--- src/rtl/product_accumulator.sv ---
// product_accumulator: sums N_TERMS unsigned 8-bit products into an ACC_W-bit
// result and hands the result downstream with a valid/ready handshake.
// Build option: define ACC_SATURATE_EN to clamp overflow at 2^ACC_W-1 and flag
// it on sat; leave it undefined to wrap modulo 2^ACC_W with sat tied low.
module product_accumulator #(
    parameter int unsigned N_TERMS = 4,
    parameter int unsigned ACC_W   = 16
) (
    input  logic             clk,
    input  logic             rst_n,
    input  logic             clr,
    input  logic [7:0]       prod_in,
    input  logic             prod_valid,
    output logic             prod_ready,
    output logic [ACC_W-1:0] sum_out,
    output logic             sum_valid,
    input  logic             sum_ready,
    output logic             sat
);

    typedef enum logic [1:0] {
        StIdle  = 2'd0,
        StAccum = 2'd1,
        StHold  = 2'd2
    } state_e;

    localparam int unsigned PadW    = ACC_W - 7;
    localparam logic [7:0]  LastCnt = 8'(N_TERMS - 1);

    state_e             state_q, state_d;
    logic [ACC_W-1:0]   acc_q, acc_d;
    logic [7:0]         cnt_q, cnt_d;
    logic               ovf_q, ovf_d;
    logic [ACC_W-1:0]   sum_q, sum_d;
    logic               sum_valid_q, sum_valid_d;
    logic               sat_q, sat_d;
    logic               ready_q;

    logic               beat;
    logic               last_beat;
    logic [ACC_W:0]     add_full;
    logic [ACC_W-1:0]   acc_next;
    logic               ovf_hit;

    // Ready only once out of reset, never while a result is waiting, never during clr.
    assign prod_ready = ready_q & (state_q != StHold) & ~clr;
    assign beat       = prod_valid & prod_ready;
    assign last_beat  = (cnt_q == LastCnt);

    assign sum_out    = sum_q;
    assign sum_valid  = sum_valid_q;
    assign sat        = sat_q;

    // Accumulator adder with one extra bit so overflow is visible as a carry out.
    always_comb begin
        add_full = {1'b0, acc_q} + {{PadW{1'b0}}, prod_in};
`ifdef ACC_SATURATE_EN
        ovf_hit  = add_full[ACC_W];
        acc_next = add_full[ACC_W] ? {ACC_W{1'b1}} : add_full[ACC_W-1:0];
`else
        ovf_hit  = 1'b0;
        acc_next = add_full[ACC_W-1:0];
`endif
    end

    // Next-state logic: clr wins over any beat or result handshake.
    always_comb begin
        state_d     = state_q;
        acc_d       = acc_q;
        cnt_d       = cnt_q;
        ovf_d       = ovf_q;
        sum_d       = sum_q;
        sum_valid_d = sum_valid_q;
        sat_d       = sat_q;

        if (clr) begin
            state_d     = StIdle;
            acc_d       = '0;
            cnt_d       = '0;
            ovf_d       = 1'b0;
            sum_valid_d = 1'b0;
            sat_d       = 1'b0;
        end else begin
            case (state_q)
                StIdle, StAccum: begin
                    if (beat) begin
                        acc_d = acc_next;
                        cnt_d = 8'(cnt_q + 8'd1);
                        ovf_d = ovf_q | ovf_hit;
                        if (last_beat) begin
                            // Result is registered on the same edge as the final beat.
                            sum_d       = acc_next;
                            sum_valid_d = 1'b1;
                            sat_d       = ovf_q | ovf_hit;
                            state_d     = StHold;
                        end else begin
                            state_d = StAccum;
                        end
                    end
                end
                StHold: begin
                    if (sum_valid_q && sum_ready) begin
                        state_d     = StIdle;
                        acc_d       = '0;
                        cnt_d       = '0;
                        ovf_d       = 1'b0;
                        sum_valid_d = 1'b0;
                        sat_d       = 1'b0;
                    end
                end
                default: begin
                    state_d     = StIdle;
                    acc_d       = '0;
                    cnt_d       = '0;
                    ovf_d       = 1'b0;
                    sum_valid_d = 1'b0;
                    sat_d       = 1'b0;
                end
            endcase
        end
    end

    // State and datapath registers; reset discards any partial group or pending result.
    always_ff @(posedge clk or negedge rst_n) begin
        if (!rst_n) begin
            state_q     <= StIdle;
            acc_q       <= '0;
            cnt_q       <= '0;
            ovf_q       <= 1'b0;
            sum_q       <= '0;
            sum_valid_q <= 1'b0;
            sat_q       <= 1'b0;
        end else begin
            state_q     <= state_d;
            acc_q       <= acc_d;
            cnt_q       <= cnt_d;
            ovf_q       <= ovf_d;
            sum_q       <= sum_d;
            sum_valid_q <= sum_valid_d;
            sat_q       <= sat_d;
        end
    end

    // Holds prod_ready low until the first clock edge after reset release.
    always_ff @(posedge clk or negedge rst_n) begin
        if (!rst_n) begin
            ready_q <= 1'b0;
        end else begin
            ready_q <= 1'b1;
        end
    end

endmodule

--- config.mk ---
export PLATFORM = sky130hd
export DESIGN_NAME = product_accumulator
export DESIGN_NICKNAME = d
export VERILOG_FILES = /design/src/rtl/product_accumulator.sv
export SDC_FILE = /design/constraint.sdc
export NUM_CORES = 1
export LEC_CHECK = 0
export ABC_AREA = 1
export BUFFER_PORTS_ARGS = -buffer_cell sky130_fd_sc_hd__clkbuf_2
export CAP_MARGIN = 20
export CORE_UTILIZATION = 30
export CTS_CLUSTER_DIAMETER = 150
export CTS_CLUSTER_SIZE = 16
export DETAILED_ROUTE_END_ITERATION = 10
export HOLD_SLACK_MARGIN = 0.12
export PLACE_DENSITY = 0.47
export REMOVE_ABC_BUFFERS = 1
export SKIP_CTS_REPAIR_TIMING = 1
export SLEW_MARGIN = 20
export SYNTH_ARGS = -nofsm -noshare
export SYNTH_HDL_FRONTEND = slang
export SYNTH_SLANG_ARGS = --single-unit
--- constraint.sdc ---
create_clock -name clk -period 3.15 [get_ports clk]
set_clock_uncertainty 0.2 [all_clocks]
set_input_delay 0.315 -clock clk [delete_from_list [all_inputs] [get_ports clk]]
set_output_delay 0.315 -clock clk [all_outputs]
set_load 0.03 [all_outputs]
==> flow_summary.yaml <==
route:
  highest-signal-layer: "met4"
  detailed_route_wire_length_per_cell_um: 12.06
  via_per_inst: 4.571
  detail_route.first_pass.iterations: 4
  antenna_left: 0
  detailroute.via_count: 2176
  initialDrtViolationCount: 100
  met1Wirelength_mm: 2.745
  wl_met2_mm: 2.698
  postRouteWirelength_mm: 5.742
  route.met3.wl_um: 232
  post-route-drc-count: 0
cts:
  cts_htree_levels: 2
  cts.reportedPaths.clkPinSlew_ns: 0.09
  cts_sinks: 44
  clockRootBuffer: "sky130_fd_sc_hd__clkbuf_8"
  cts.path.max_buffers: 2
  numCtsBuffers: 5
  worstSkewPairLatency_ns: 0.30
  clock_tree_from_tritoncts: "built"
final_layout:
  finish.net_count: 393
  count_of_filler_cells_inserted_in_the_layout: 878
  area_used_by_multi_input_combinational_logic_um2: 1254
  layout.area.seq_um2: 1101
  antennaDiodeCount: 0
  syn_to_final_growth_pct: 13.77
  layout_common_cells: "sky130_fd_sc_hd__nand2_1 (128), sky130_fd_sc_hd__dfrtp_1 (44), sky130_fd_sc_hd__nand3_1 (38)"
  layout.cells.most_common: "sky130_fd_sc_hd__nand2_1"
  layout-drive-gt1-share: 0.1509
logic_synthesis:
  mappedNetlistArea_um2: 2554
  ys_seq_area_frac: 0.4312
  synthesis.instances: 338
  ys_types: 29
  yosys_register_bits: 44
  average_footprint_of_a_synthesized_cell_um2: 7.555
  ys.warnings.count: 0
setup_path:
  cpMaxStageDelayCell: "sky130_fd_sc_hd__dfrtp_1"
  worst_path_largest_cell_delay_ns: 0.40
  critical_path.max_fanout: 22
  cp.arrival_ns: 2.11
  crit_required_ns: 3.13
  worst-setup-path-type: "flop to flop"
  setup.worst_path.start_class: "flop"
  path_cells: "ha_1 -> nand4_1 -> nor2_4 -> inv_2 -> nand2_1 -> o21ai_2"
  critPathCaptureType: "flop"
timing:
  layout_setup_ws_ns: 1.020
  layout_min_cycle_time_ns: 2.130
  setup_viol: 0
  final-hold-violation-count: 0
  rsz0062_at_grt: "no"
  fin_crit_sh: 0.6761
  max_freq_mhz: 469.5
  worst_slew_pin_slew_ns: 0.6767
  total_negative_setup_slack_ns: 0
  max_slew_headroom_at_the_worst_pin: 0.5489
  maxSlewViolCount: 0
floorplan:
  core_region_area_um2: 8217
  initial_core_util: 0.3108
  die_area_um2: 8885
  die_x_um: 94.26
  io_pins: 32
  floorplan.rows: 33
  die_h_um: 94.26
power_and_ir_drop:
  power.density_nw_per_um2: 383.6
  power.static_leakage_nw: 1.617
  totalPowerFinal_mw: 1.114
  vdd.ir_drop.worst_v: 0.0001539
global_routing:
  grt_start_max_net_pins: 28
  grt_pass1_vias: 2172
  combined_global_route_utilization_of_all_metal_layers: 0.1430
  grt_overflow: 0
  global_route_wire_length_before_repair_mm: 9.818
  antenna_found_initial: 0
flow_run:
  drv.max_cap_violation_count: 0
status:
  outcome: "complete, no violations"
worst_hold_path:
  timing.hold.worst.class: "primary input to flop"
placed_design:
  place_worst_setup_slack_ns: 0.9895
  io_buffers: 30
  place.detailed.hpwl_mm: 4.224
  place_congestion: 0.8529
==> per-stage QoR <==
step	area [um^2]	utilization	cells	hold WS, ns
2_1_floorplan	2499	-	331	-0.1806
3_3_place_gp	2788	0.3393	467	0.1947
3_5_place_dp	2788	0.3393	467	0.2012
4_1_cts	2895	0.3524	475	-0.1370
5_1_grt	2905	0.3536	476	0.1847
6_report	2905	0.3536	476	0.1563
==> Yosys cell counts, drive strengths merged <==
cell	n	area share
or2	2	0.0049
xnor2	2	0.0069
fa	1	0.0078
nor3	6	0.012
ha	9	0.044
clkinv	1	0.0020
nand3b	4	0.012
nand3	39	0.081
nand4	6	0.015
nand2	132	0.20
a31oi	1	0.0025
buf	7	0.022
o21a	1	0.0029
a22o	1	0.0034
o21ai	16	0.037
dfrtp	44	0.43
inv	37	0.054
a21oi	5	0.0098
nor2	17	0.034
conb	2	0.0029
xor2	5	0.017
==> critical path, delay by kind of cell, from the launching register on <==
family                     cells  cell delay, ns
DFF                            1            0.40
AOI/OAI and AO/OA              1            0.06
buffers and inverters          1            0.31
and+or+nand+nor                3            0.75
adders and majority gates      1            0.28
==> kinds of logic after synthesis <==
group / Yosys count / share of synthesized area
XOR/XNOR: 7 / 0.02401
adder cells (fa/ha/maj): 10 / 0.05194
other: 2 / 0.002941
buffers and inverters: 45 / 0.07790
flip-flops: 44 / 0.4312
AO/OA/AOI/OAI: 24 / 0.05585
AND/OR/NAND/NOR: 206 / 0.3562
==> sequential cells by signal, indices dropped and copies added (netlist names) <==
name / count
acc_q: 16
sum_out: 16
cnt_q: 8
state_q: 2
ready_q: 1
sum_valid: 1
==> final cells by class <==
class	count	area share
repair buffers	32	0.05771
inverters	38	0.04953
clock buffers	6	0.02498
well taps	105	0.04522
flip-flops and latches	44	0.3790
clock inverters	2	0.01206
multi-input cells	249	0.4315
==> worst paths after layout <==
kind,start,endpoint,slack (ns),depth (start not counted)
min,sum_ready,state_q[1]$_DFFE_PN0P_,0.16,4
max reg2reg,cnt_q[0]$_DFFE_PN0P_,sum_out[1]$_DFFE_PN0P_,1.02,6
min reg2reg,sum_out[3]$_DFFE_PN0P_,sum_out[3]$_DFFE_PN0P_,0.28,2
min in group asynchronous,rst_n,cnt_q[0]$_DFFE_PN0P_,0.38,2
max,cnt_q[0]$_DFFE_PN0P_,sum_out[1]$_DFFE_PN0P_,1.02,6
max in group asynchronous,rst_n,acc_q[11]$_DFFE_PN0P_,1.65,3
==> metal layers <==
layer  GRT usage  up-vias
li1            -     1129
met1      0.1793     1006
met2      0.2482       34
met3     0.02508        7
met4     0.04231        0
met5           0        -
==> power breakdown <==
group	internal, mW	leakage (nW)	total [mW]	switching, mW
clock	0.236	0.0552	0.434	0.198
sequential	0.572	0.608	0.577	0.00553
combinational	0.0330	0.954	0.103	0.0702
No activity file was read; power rests on OpenSTA's default activity.
